[src/rtl/crc16_pkg.sv]
// Shared CRC16-CCITT definitions (x^16+x^12+x^5+1) used by the transmit
// generator and the receive check.
package crc16_pkg;

  localparam logic [15:0] CRC16_POLY    = 16'h1021;
  localparam logic [15:0] CRC16_PRESET  = 16'hFFFF;
  localparam logic [15:0] CRC16_RESIDUE = 16'h1D0F;

  typedef enum logic [1:0] {
    IDLE = 2'd0,
    DATA = 2'd1,
    CRC  = 2'd2
  } crc16_state_e;

  // One serial step, MSB-first: shift left and fold the polynomial in on feedback.
  function automatic logic [15:0] crc16_step(input logic [15:0] crc, input logic b);
    logic fb;
    fb = b ^ crc[15];
    return {crc[14:0], 1'b0} ^ (fb ? CRC16_POLY : 16'h0000);
  endfunction

endpackage

[src/rtl/crc16_lfsr.sv]
// Serial CRC16 LFSR with synchronous load (priority) and shift enable;
// the whole register is exposed for the output mux and snapshot.
import crc16_pkg::*;

module crc16_lfsr #(
  parameter logic [15:0] PRESET = CRC16_PRESET
) (
  input  logic        crcinclk,
  input  logic        reset,
  input  logic        i_load,
  input  logic        i_en,
  input  logic        i_bit,
  output logic [15:0] o_crc
);

  logic [15:0] r_crc;

  always_ff @(posedge crcinclk or posedge reset) begin
    if (reset)       r_crc <= PRESET;
    else if (i_load) r_crc <= PRESET;
    else if (i_en)   r_crc <= crc16_step(r_crc, i_bit);
  end

  assign o_crc = r_crc;

endmodule

[src/rtl/crc16_tx_append.sv]
// Transmit CRC16 appender: serial payload passthrough, then 16 CRC bits MSB first.
// Optional CRC16_TX_SNAPSHOT_EN adds crc_snap (final pre-inversion CRC of the last reply).
import crc16_pkg::*;

module crc16_tx_append #(
  parameter logic [15:0] PRESET     = CRC16_PRESET,
  parameter bit          INVERT_OUT = 1'b1
) (
  input  logic        crcinclk,
  input  logic        reset,
  input  logic        start,
  input  logic        abort,
  input  logic        bitin,
  input  logic        bitin_valid,
  input  logic        data_last,
  output logic        bitout,
  output logic        bitout_valid,
  output logic        busy,
  output logic        done
`ifdef CRC16_TX_SNAPSHOT_EN
  ,
  output logic [15:0] crc_snap
`endif
);

  crc16_state_e r_state;
  logic [3:0]   r_cnt;
  logic         r_bitout;
  logic         r_bitout_valid;
  logic         r_busy;
  logic         r_done;

  logic [15:0]  w_crc;
  logic         w_load;
  logic         w_en;

  assign w_load = abort | ((r_state == IDLE) & start);
  assign w_en   = (r_state == DATA) & bitin_valid & ~abort;

  crc16_lfsr #(.PRESET(PRESET)) u_lfsr (
    .crcinclk (crcinclk),
    .reset    (reset),
    .i_load   (w_load),
    .i_en     (w_en),
    .i_bit    (bitin),
    .o_crc    (w_crc)
  );

  // done fires in the IDLE cycle that follows the last CRC bit; abort and reset
  // both clear bitout_valid, so only a completed CRC phase can raise it.
  always_ff @(posedge crcinclk or posedge reset) begin
    if (reset) begin
      r_state        <= IDLE;
      r_cnt          <= 4'd0;
      r_bitout       <= 1'b0;
      r_bitout_valid <= 1'b0;
      r_busy         <= 1'b0;
      r_done         <= 1'b0;
    end else if (abort) begin
      r_state        <= IDLE;
      r_bitout_valid <= 1'b0;
      r_busy         <= 1'b0;
      r_done         <= 1'b0;
    end else begin
      case (r_state)
        IDLE: begin
          r_bitout_valid <= 1'b0;
          r_done         <= r_bitout_valid;
          if (start) begin
            r_state <= DATA;
            r_busy  <= 1'b1;
          end
        end
        DATA: begin
          r_done <= 1'b0;
          if (bitin_valid) begin
            r_bitout       <= bitin;
            r_bitout_valid <= 1'b1;
          end else begin
            r_bitout_valid <= 1'b0;
          end
          if (data_last) begin
            r_state <= CRC;
            r_cnt   <= 4'd15;
          end
        end
        CRC: begin
          r_done         <= 1'b0;
          r_bitout       <= w_crc[r_cnt] ^ INVERT_OUT;
          r_bitout_valid <= 1'b1;
          r_cnt          <= r_cnt - 4'd1;
          if (r_cnt == 4'd0) begin
            r_state <= IDLE;
            r_busy  <= 1'b0;
          end
        end
        default: begin
          r_state        <= IDLE;
          r_bitout_valid <= 1'b0;
          r_busy         <= 1'b0;
          r_done         <= 1'b0;
        end
      endcase
    end
  end

  assign bitout       = r_bitout;
  assign bitout_valid = r_bitout_valid;
  assign busy         = r_busy;
  assign done         = r_done;

`ifdef CRC16_TX_SNAPSHOT_EN
  logic [15:0] r_snap;

  always_ff @(posedge crcinclk or posedge reset) begin
    if (reset)
      r_snap <= 16'hFFFF;
    else if (!abort && (r_state == DATA) && data_last)
      r_snap <= bitin_valid ? crc16_step(w_crc, bitin) : w_crc;
  end

  assign crc_snap = r_snap;
`endif

endmodule

[config.mk]
export PLATFORM = sky130hd
export DESIGN_NAME = crc16_tx_append
export DESIGN_NICKNAME = d
export VERILOG_FILES = /design/src/rtl/crc16_pkg.sv /design/src/rtl/crc16_lfsr.sv /design/src/rtl/crc16_tx_append.sv
export SDC_FILE = /design/constraint.sdc
export NUM_CORES = 1
export LEC_CHECK = 0
export BUFFER_PORTS_ARGS = -buffer_cell sky130_fd_sc_hd__buf_2
export CAP_MARGIN = 40
export CORE_AREA = 5 5 55 57
export CTS_BUF_LIST = sky130_fd_sc_hd__clkbuf_16
export CTS_CLUSTER_SIZE = 24
export DETAILED_ROUTE_END_ITERATION = 6
export DIE_AREA = 0 0 60 62
export GPL_TIMING_DRIVEN = 0
export PLACE_DENSITY = 0.74
export SLEW_MARGIN = 25
export SYNTH_ARGS = -nofsm -noshare
export SYNTH_HDL_FRONTEND = slang
export SYNTH_SLANG_ARGS = --single-unit
[constraint.sdc]
create_clock -name crcinclk -period 2.95 [get_ports crcinclk]
set_clock_uncertainty 0.05 [all_clocks]
set_input_delay 0.4425 -clock crcinclk [delete_from_list [all_inputs] [get_ports crcinclk]]
set_output_delay 0.4425 -clock crcinclk [all_outputs]
set_load 0.05 [all_outputs]
==> flow_summary.json <==
{
  "cts_root_buffer": "clkbuf_16",
  "cts.sinks": 26,
  "tightest_slew_ns": 0.5665,
  "hold_start": "abort",
  "dpl_cell_area_sq_um": 1518,
  "htree_levels": 1,
  "rsz0062_at_grt": "no",
  "fmax_ghz": 0.5060,
  "status": "completed",
  "path_common_cell": "clkbuf_1",
  "ir_drop_uv": 475.9,
  "grt_pass1_vias": 1134,
  "synth-edff-count": 0,
  "firstDrtPassIters": 4,
  "cts_setup_buffers": 0,
  "r2r_start": "r_state[1]",
  "relSlewSlack": 0.6223,
  "ys.flop_type": "dfstp_2",
  "wl_microns": 2995,
  "cts_tree": "done",
  "grt-ovfl-total": 0,
  "regToRegEndpoint": "u_lfsr.o_crc[11]",
  "final_area_sq_um": 1597,
  "yosysTopAreaCellShare": 0.2997,
  "hp-class": "in2reg",
  "gp_congestion": 0.8555,
  "die_height_microns": 62,
  "synthCells": 143,
  "clock_latency_ns": 0.26,
  "antenna_cells": 0,
  "synth.area.top_cells": "dfstp_2 30%, dfrtp_1 18%, nand2_1 8.6%, mux4_1 5.6%, nand3_1 5.0%",
  "area_delta_synth_final_pct": 13.83,
  "yosysUniqueCellTypes": 35,
  "start_util": 0.5766,
  "port_buffers": 10,
  "synth_fp_nets": 154,
  "leakage_nw": 0.7487,
  "core_sq_um": 2432,
  "cpPeakStageDelay_ns": 0.41,
  "period_minus_slack_ns": 1.976,
  "holdPathStages": 2,
  "startpoint": "r_state[1]",
  "die_area_sq_um": 3720,
  "drive_above_1_share": 0.2468,
  "finalCritPeriodShare": 0.6700,
  "drt_iter0_drc": 50,
  "ys_ff_latch": 26,
  "ctsHoldBuffers": 0,
  "crit_required_ns": 3.09,
  "cp-endpoint": "u_lfsr.o_crc[11]",
  "fp.dieW_microns": 60,
  "crit_chain": "inv_1 > ha_1 > and2_1 > clkbuf_1 > clkbuf_1 > nand2_1 > nand3_1",
  "critPathBufInv": 3,
  "power_density_nw_per_um2": 839.2,
  "hold_viol_final": 0,
  "yosysMostFrequentCell": "nand2_1",
  "nNetsFinal": 170,
  "wl_per_cell_microns": 15.93,
  "grt_pass1_wl_microns": 5237,
  "io_pins": 11,
  "ctsResizeCount": 0,
  "r2r_slack_ns": 0.97,
  "ys.warnings.count": 0,
  "track_usage": 0.1896,
  "reg2regPathDepth": 7,
  "synth_commonest_cells": "32 x nand2_1, 16 x dfstp_2, 14 x nand3_1, 10 x dfrtp_1",
  "synth_area_sq_um": 1403,
  "tns_ns": 0,
  "antenna_found_initial": 0,
  "final-max-slew-violation-count": 0,
  "num_rows": 18,
  "syn_area_per_cell_sq_um": 9.808,
  "critPathKind": "reg2reg",
  "async_flop_share": 1.000,
  "path_max_fanout": 10,
  "hpwl_microns": 2185,
  "clock_path_buffers": 2,
  "cp_slowest_cell": "clkbuf_1",
  "synth_top_area_cell": "dfstp_2",
  "seq_area_frac_synth": 0.4781,
  "cp_top_family": "buffers and inverters",
  "finalSetupViolations": 0,
  "grt_max_degree": 18,
  "path_depth": 7,
  "cts_inserted_buffers": 3,
  "max_cap_viol_count": 0,
  "end_kind": "flop",
  "ant_nets": 0,
  "cp.arrival_ns": 2.12,
  "via_count": 1125,
  "start_kind": "flop",
  "drc": 0,
  "vias_per_cell": 5.984,
  "path_clk_slew_ns": 0.06
}
metal layers:
layer  GRT usage  routed length, microns  share of wire
met5           0                       0              0
met4     0.07911                      47          0.016
met2      0.3349                    1527           0.51
met1      0.2324                    1311           0.44
met3     0.02686                     108          0.036
through the flow:
step | utilization | hold slack [ns] | worst slack, ns | instances | power [mW]
2_1_floorplan | - | 0.4186 | 1.176 | 143 | 0.9167
3_3_place_gp | 0.6127 | 0.4321 | 1.044 | 183 | 1.014
3_5_place_dp | 0.6240 | 0.4351 | 1.033 | 184 | 1.043
4_1_cts | 0.6564 | 0.3925 | 0.9926 | 188 | 1.344
5_1_grt | 0.6564 | 0.4061 | 0.8140 | 188 | 1.428
6_report | 0.6564 | 0.3961 | 0.9735 | 188 | 1.340
cells in the final DEF, fill, tap and decap left out, types with 4 or more instances in the layout:
cell and n:
a21oi_1 7, buf_2 11, clkbuf_1 5, dfrtp_1 10
dfstp_2 16, ha_1 4, inv_1 6, mux2i_1 4
nand2_1 32, nand3_1 14, nor2_1 7
worst min-delay path by stage:
stage                  endpoint  slack, ns
2_1_floorplan            bitout       0.42
5_1_grt              r_state[0]       0.41
6_report             r_state[0]       0.40
3_3_place_gp   u_lfsr.o_crc[10]       0.43
3_5_place_dp   u_lfsr.o_crc[10]       0.44
4_1_cts              r_state[0]       0.39
area by class of cell:
cell class / instances / area (sq um)
clock buffers: 3 / 75.07
well taps: 30 / 37.54
flip-flops and latches: 26 / 670.6
fillers: 204 / 835.8
clock inverters: 1 / 3.754
multi-input cells: 101 / 655.6
plain buffers: 8 / 46.29
inverters: 8 / 30.03
repair buffers: 11 / 77.57
state kept, by name, summed over array words and instances, names as in the netlist:
register / cells
u_lfsr.o_crc: 16
r_cnt: 4
r_state: 2
bitout: 1
bitout_valid: 1
busy: 1
done: 1
cells by family after synthesis:
logic type               Yosys count  share of synthesized area
AO/OA/AOI/OAI                     20                     0.1026
adder cells (fa/ha/maj)            4                    0.03568
buffers and inverters             16                    0.05441
AND/OR/NAND/NOR                   66                     0.2177
flip-flops                        26                     0.4781
XOR/XNOR                           3                    0.01874
multiplexers                       8                    0.09278
report_power, final:
part / leakage [nW] / switching [mW] / total (mW) / internal (mW)
Sequential: 0.283 / 0.0527 / 0.502 / 0.449
Combinational: 0.427 / 0.326 / 0.540 / 0.214
Clock: 0.0385 / 0.117 / 0.298 / 0.181
Power figures use the tool's default switching activity.
